`src/rtl/usb_buf_pkg.sv`:
```
`default_nettype none
// ============================================================================
// usb_buf_pkg - grant encodings and defaults for the USB endpoint buffer arbiter
// Rev 1.0
// ============================================================================
package usb_buf_pkg;

  typedef enum logic [1:0] {
    ST_IDLE    = 2'd0,
    ST_GNT_SIE = 2'd1,
    ST_GNT_CPU = 2'd2
  } gnt_state_t;

  localparam int DEFAULT_ADDR_WIDTH = 6;

  localparam logic SEL_SIE = 1'b0;
  localparam logic SEL_CPU = 1'b1;

endpackage
`default_nettype wire

```
`src/rtl/usb_buf_arbiter.sv`:
```
`default_nettype none
// ============================================================================
// usb_buf_arbiter - SIE-priority arbiter for the 8-bit endpoint buffer RAM
// Rev 1.0
// ============================================================================
module usb_buf_arbiter
  import usb_buf_pkg::*;
#(
  parameter int ADDR_WIDTH = DEFAULT_ADDR_WIDTH,
  parameter int MAX_WAIT   = 7
) (
  input  logic                  clk,
  input  logic                  reset,
  input  logic                  sie_req,
  input  logic                  sie_we,
  input  logic [ADDR_WIDTH-1:0] sie_addr,
  input  logic [7:0]            sie_wdata,
  output logic                  sie_ack,
  output logic                  sie_rvalid,
  output logic [7:0]            sie_rdata,
  input  logic                  cpu_req,
  input  logic                  cpu_we,
  input  logic [ADDR_WIDTH-1:0] cpu_addr,
  input  logic [7:0]            cpu_wdata,
  output logic                  cpu_ack,
  output logic                  cpu_rvalid,
  output logic [7:0]            cpu_rdata,
  output logic                  mem_en,
  output logic                  mem_we,
  output logic [ADDR_WIDTH-1:0] mem_addr,
  output logic [7:0]            mem_wdata,
  input  logic [7:0]            mem_rdata,
  output logic                  starve_evt
);

  localparam logic [3:0] WAIT_LIM = 4'(MAX_WAIT);

  gnt_state_t            r_state;
  gnt_state_t            w_state_nxt;
  logic                  w_starve_nxt;
  logic                  w_sie_elig;
  logic                  w_cpu_elig;
  logic [3:0]            r_wait_cnt;
  logic                  r_mem_we;
  logic [ADDR_WIDTH-1:0] r_mem_addr;
  logic [7:0]            r_mem_wdata;
  logic                  r_starve;
  logic                  r_ret_pend;
  logic                  r_ret_sel;
  logic [7:0]            r_sie_rdata;
  logic [7:0]            r_cpu_rdata;

  // A requester acked this cycle sits out the next decision.
  assign w_sie_elig = sie_req && (r_state != ST_GNT_SIE);
  assign w_cpu_elig = cpu_req && (r_state != ST_GNT_CPU);

  always_comb begin
    w_state_nxt  = ST_IDLE;
    w_starve_nxt = 1'b0;
    if (w_sie_elig && w_cpu_elig) begin
      if (r_wait_cnt >= WAIT_LIM) begin
        w_state_nxt  = ST_GNT_CPU;
        w_starve_nxt = 1'b1;
      end else begin
        w_state_nxt  = ST_GNT_SIE;
      end
    end else if (w_sie_elig) begin
      w_state_nxt = ST_GNT_SIE;
    end else if (w_cpu_elig) begin
      w_state_nxt = ST_GNT_CPU;
    end
  end

  always_ff @(posedge clk) begin
    if (reset) begin
      r_state     <= ST_IDLE;
      r_starve    <= 1'b0;
      r_wait_cnt  <= 4'd0;
      r_mem_we    <= 1'b0;
      r_mem_addr  <= '0;
      r_mem_wdata <= 8'h00;
      r_ret_pend  <= 1'b0;
      r_ret_sel   <= SEL_SIE;
      r_sie_rdata <= 8'h00;
      r_cpu_rdata <= 8'h00;
    end else begin
      r_state  <= w_state_nxt;
      r_starve <= w_starve_nxt;

      case (w_state_nxt)
        ST_GNT_SIE: begin
          r_mem_we    <= sie_we;
          r_mem_addr  <= sie_addr;
          r_mem_wdata <= sie_wdata;
        end
        ST_GNT_CPU: begin
          r_mem_we    <= cpu_we;
          r_mem_addr  <= cpu_addr;
          r_mem_wdata <= cpu_wdata;
        end
        default: ;
      endcase

      if (r_state == ST_GNT_CPU) begin
        r_wait_cnt <= 4'd0;
      end else if (cpu_req && (r_wait_cnt < WAIT_LIM)) begin
        r_wait_cnt <= r_wait_cnt + 4'd1;
      end

      // Read data arrives from the RAM one cycle after the grant cycle.
      r_ret_pend <= (r_state != ST_IDLE) && !r_mem_we;
      r_ret_sel  <= (r_state == ST_GNT_CPU) ? SEL_CPU : SEL_SIE;

      if (sie_rvalid) r_sie_rdata <= mem_rdata;
      if (cpu_rvalid) r_cpu_rdata <= mem_rdata;
    end
  end

  always_comb begin
    sie_ack    = (r_state == ST_GNT_SIE);
    cpu_ack    = (r_state == ST_GNT_CPU);
    mem_en     = (r_state != ST_IDLE);
    mem_we     = (r_state != ST_IDLE) && r_mem_we;
    mem_addr   = r_mem_addr;
    mem_wdata  = r_mem_wdata;
    starve_evt = r_starve;
    sie_rvalid = r_ret_pend && (r_ret_sel == SEL_SIE);
    cpu_rvalid = r_ret_pend && (r_ret_sel == SEL_CPU);
    sie_rdata  = sie_rvalid ? mem_rdata : r_sie_rdata;
    cpu_rdata  = cpu_rvalid ? mem_rdata : r_cpu_rdata;
  end

endmodule
`default_nettype wire

```
`config.mk`:
```
export PLATFORM = sky130hd
export DESIGN_NAME = usb_buf_arbiter
export DESIGN_NICKNAME = d
export VERILOG_FILES = /design/src/rtl/usb_buf_pkg.sv /design/src/rtl/usb_buf_arbiter.sv
export SDC_FILE = /design/constraint.sdc
export NUM_CORES = 1
export LEC_CHECK = 0
export ABC_AREA = 1
export BUFFER_PORTS_ARGS = -buffer_cell sky130_fd_sc_hd__buf_2
export CAP_MARGIN = 10
export CORE_MARGIN = 5
export CORE_UTILIZATION = 49
export CTS_BUF_LIST = sky130_fd_sc_hd__clkbuf_8
export DETAILED_ROUTE_END_ITERATION = 16
export GPL_TIMING_DRIVEN = 0
export MAX_ROUTING_LAYER = met4
export PLACE_DENSITY_LB_ADDON = 0.12
export RECOVER_POWER = 100
export SYNTH_ARGS = -nofsm -noshare
export SYNTH_HDL_FRONTEND = slang
export SYNTH_SLANG_ARGS = --single-unit
```
`constraint.sdc`:
```
create_clock -name clk -period 2.2 [get_ports clk]
set_clock_uncertainty 0.15 [all_clocks]
set_input_delay 0.55 -clock clk [delete_from_list [all_inputs] [get_ports clk]]
set_output_delay 0.55 -clock clk [all_outputs]
set_load 0.01 [all_outputs]
```
# == Yosys cells after proc, flatten, opt, wreduce, memory -nomap -nowiden ==
# Index checks and enable logic that the tools add are counted.
# totals
in_bits,42
register_bits,40
# classes
reduce_logical,13
eq_ne,6
n_bitwise,2
mux,11
magnitude_cmp,2
add_sub_neg,1
# op_table
cell,count
$mux 8,2
$pmux 8 s2,1
$pmux 6 s2,1
$logic_and 1x1->1,8
$mux 2,4
$add 4x1->4 const B,1
$eq 2x1->1 const B,2
$eq 2x2->1 const B,2
$ge 4x3->1 const B,1
$lt 4x3->1 const B,1
$reduce_bool 2->1,2
$reduce_or 2->1,2
$mux 1,2
$ne 2x1->1 const B,1
$ne 2x2->1 const B,1
$not 1->1,2
$pmux 1 s2,1
$logic_not 1->1,1

# == Longest topological paths before layout ==
# logic_depth
depth_word,7
ltp_mapped,9
ltp_nobuf,8

# == Worst setup path before layout ==
# OpenSTA, ideal clock, no wires.
# synth_path
path_kind,reg-to-output
from,register r_ret_pend
to,output port sie_rdata[0]
slack_ns,0.339
stages_incl_launch_ff,6
t_arrival_ns,1.161
cell_sequence,dfxtp_1 inv_1 nor2_1 inv_1 o21ai_0 inv_1
# synth_via
elab_chain_len,2
# synth_lines
item,line,rtl
from (decl),usb_buf_arbiter.sv:48,logic r_ret_pend;
from (signal assigned),usb_buf_arbiter.sv:111,r_ret_pend <= (r_state != ST_IDLE) && !r_mem_we;
$logic_and 1x1->1,usb_buf_arbiter.sv:127,sie_rvalid = r_ret_pend && (r_ret_sel == SEL_SIE);
net sie_rvalid,usb_buf_arbiter.sv:19,"output logic sie_rvalid,"
$mux 8,-,
to (decl),usb_buf_arbiter.sv:20,"output logic [7:0] sie_rdata,"
# The timed path passes the listed nets, and every way through them passes these cells.

# == Worst setup path after layout ==
# layout_path
from,register r_ret_pend
to,output port sie_rdata[5]
# layout_via
elab_chain_len,2
# layout_lines
item,line
$logic_and 1x1->1,usb_buf_arbiter.sv:127
$mux 8,-
# No other way between the ends.

==> summary.txt <==
Timing
  – Worst hold margin: 0.2961 ns
  – Slew at the pin closest to its max-slew limit: 0.5320 ns
  – Setup WS post-layout: 0.07076 ns
  – Count of final hold-check violations: 0
  – Tmin final: 2.129 ns
  – Setup TNS: 0 ns
  – Slew Limit Fails: 0
  – Highest clock rate: 0.4697 GHz
  – Tcrit/Tclk final: about 97%
  – Setup violations, final: 0
  – Slew margin rel.: 64.29%

Finish
  – Fillers: 365
  – Reg area: 802.0 um2
  – Area occupied by multi-input gates: about 840 um2
  – Layout cells sized above 1: around 32%
  – Layout Area Growth over Synthesis: 31.37%
  – Most common cell after layout, fill and taps aside: nor2_1
  – Most frequent cells in the layout: nor2_1 (65), buf_2 (63), inv_1 (42), dfxtp_1 (39), nand2_1 (23)
  – ANT cells: 0
  – Nets: roughly 400

Clock network
  – CTS Buf Count: 5
  – Root buf cell: clkbuf_8
  – Clock-pin slew on the worst setup and hold paths: 0.08 ns
  – CTS sink cnt: 40
  – Clock Tree Buf Depth: 2
  – Worst skew pair latency: 0.29 ns
  – Post-CTS Hold Fix Bufs: 0
  – H-Tree Depth: 2
  – CTS tree: done

Pwr
  – Peak VDD IR: 0.0003484 V
  – Power per Cell Area: approximately 700 mW/mm2
  – P_leak: 1.448 nW

Logic synthesis
  – Mean Syn Cell Area: 6.943 um2
  – Post-Synthesis Cells: 266
  – Register area share after synthesis: 43.36%
  – Cell variety after synth: 23
  – Ys Warns: 0
  – Register bit total from synthesis: 40
  – Post-Syn Area: 0.001847 mm2
  – Syn nets: 309

Critical path
  – Crit-path max FO: 8
  – CP required: 1.50 ns
  – R2R cell count: 8
  – Reg2Reg Setup Slack: 0.23 ns
  – End point of the critical path: sie_rdata[5]
  – WP data arrival: 1.43 ns
  – CP startpoint kind: register
  – Critical path origin: r_ret_pend
  – RR Endpoint: mem_addr[5]
  – Setup CP Type: reg2out
  – CP Capture Type: primary output
  – Reg-to-Reg Start: r_wait_cnt[1]

Min path
  – Min-delay worst type: reg2reg

Place
  – Pre-CTS setup slack: -0.05995 ns
  – Dpl hpwl: 3239 um
  – RD Place Congestion: 0.7979
  – Count of input and output buffers: 78

Route
  – DRT iter0 DRCs: between 90 and 100
  – Vias per cell: 4.671
  – Uppermost layer routed: met4
  – # DRC: 0
  – Met3 Wirelength: between 300 and 400 um
  – WL per Instance: 11.00 um
  – Drt first pass iters: 6
  – Routed met1 length: 1956 um
  – WL final: 4442 um
  – Via count: 1887
  – Wire length on met2: 2124 um
  – Routed Antenna Nets: 0

Global routing
  – Global Route Usage Sum: 18.37%
  – Vias in the first global route: about 1800
  – Largest net degree at the start of global routing: 13
  – First-pass GRT wire length: 7527 um
  – Grt ovf: 0
  – Initial antenna violation count: 0

Floorplanning
  – Die Wd: 71.39 um
  – Die Area: 0.005097 mm2
  – IO Count: 79
  – Floorplan row count: 22
  – Die height: 71.39 um
  – Area of the core: 0.003661 mm2
  – Starting Density: 50.44%

Job
  – # Max-Cap Violations: 0

Outcome
  – Status: finished, final reports clean
[power by group]
group          total, W  switching [W]  internal (W)
Sequential     0.000793      0.0000219      0.000771
Clock          0.000582       0.000250      0.000332
Combinational  0.000318       0.000186      0.000132
[critical path, cell delays in order, from the launching register on]
cell	delay [ns]
dfxtp_1	0.38
inv_1	0.11
nor2_4	0.20
inv_4	0.10
o21ai_1	0.17
inv_1	0.05
buf_2	0.13
[stage by stage]
step | total power (W) | util, % | cells | instance area (um2)
after floorplan | 0.001000 | - | 266 | 1847
after global placement | 0.001120 | 62.75 | 392 | 2297
after detailed placement | 0.001124 | 62.75 | 392 | 2297
after CTS | 0.001710 | 66.10 | 400 | 2420
after global routing | 0.001790 | 66.27 | 404 | 2426
final | 0.001693 | 66.27 | 404 | 2426
[flip-flops by register name (all words and copies together) (netlist names)]
register / flops
r_state: 2
starve_evt: 1
r_mem_we: 1
r_wait_cnt: 4
r_cpu_rdata: 8
r_ret_sel: 1
r_sie_rdata: 8
r_ret_pend: 1
mem_wdata: 8
mem_addr: 6
[cell families after synthesis]
logic type,share of synthesized area [%]
DFF,43.36
adders and majority gates,0.6774
AOI/OAI and AO/OA,11.11
buffers and inverters,12.26
and+or+nand+nor,32.59
[cells in the mapped netlist]
cell	instances	area [um2]
a21oi_1	1	5.000
a21oi_2	1	8.760
a31oi_1	1	6.260
buf_2	4	20.02
buf_6	2	22.52
clkbuf_1	3	11.26
dfxtp_1	40	800.8
ha_1	1	12.51
inv_1	43	161.4
inv_2	3	11.26
nand2_1	22	82.58
nand2_2	3	18.77
nand2_4	1	11.26
nand3_1	17	85.08
nand3_2	1	10.01
nor2_1	64	240.2
nor2_2	5	31.28
nor3_1	3	15.01
nor3b_1	1	7.510
o21ai_0	32	160.2
o21ai_2	1	8.760
o21ai_4	1	16.27
or2_2	16	100.1
[how the worst min path moves through the flow]
stage	startpoint	to	slack, ns	cells past startpoint
2_1_floorplan	r_mem_we	r_ret_pend	0.27	1
3_5_place_dp	r_mem_we	r_ret_pend	0.29	1
6_report	r_mem_we	r_ret_pend	0.30	1
4_1_cts	r_mem_we	r_ret_pend	0.31	1
5_1_grt	r_mem_we	r_ret_pend	0.32	1
3_3_place_gp	r_mem_we	r_ret_pend	0.29	1
[timing repair]
item                                    CTS  global route
pin swaps                                 0             2
buffers inserted                          0             3
endpoints found under the hold margin     0             0
gates cloned                              0             1
endpoints found under the setup margin   16            16
gates resized for setup                  10            16
[layout make-up]
cell class | count | area share (%)
multi-input cells | 172 | 34.81
flip-flops and latches | 40 | 33.06
repair buffers | 81 | 16.09
inverters | 46 | 7.220
clock buffers | 5 | 2.837
well taps | 48 | 2.475
plain buffers | 9 | 1.908
clock inverters | 3 | 1.599
[per-layer routing]
layer | up-vias | global-route usage [%]
met4 | 0 | 4.384
met2 | 58 | 31.73
met5 | - | -
met3 | 4 | 4.348
met1 | 833 | 21.47
li1 | 992 | -
Power figures use the tool's default switching activity.
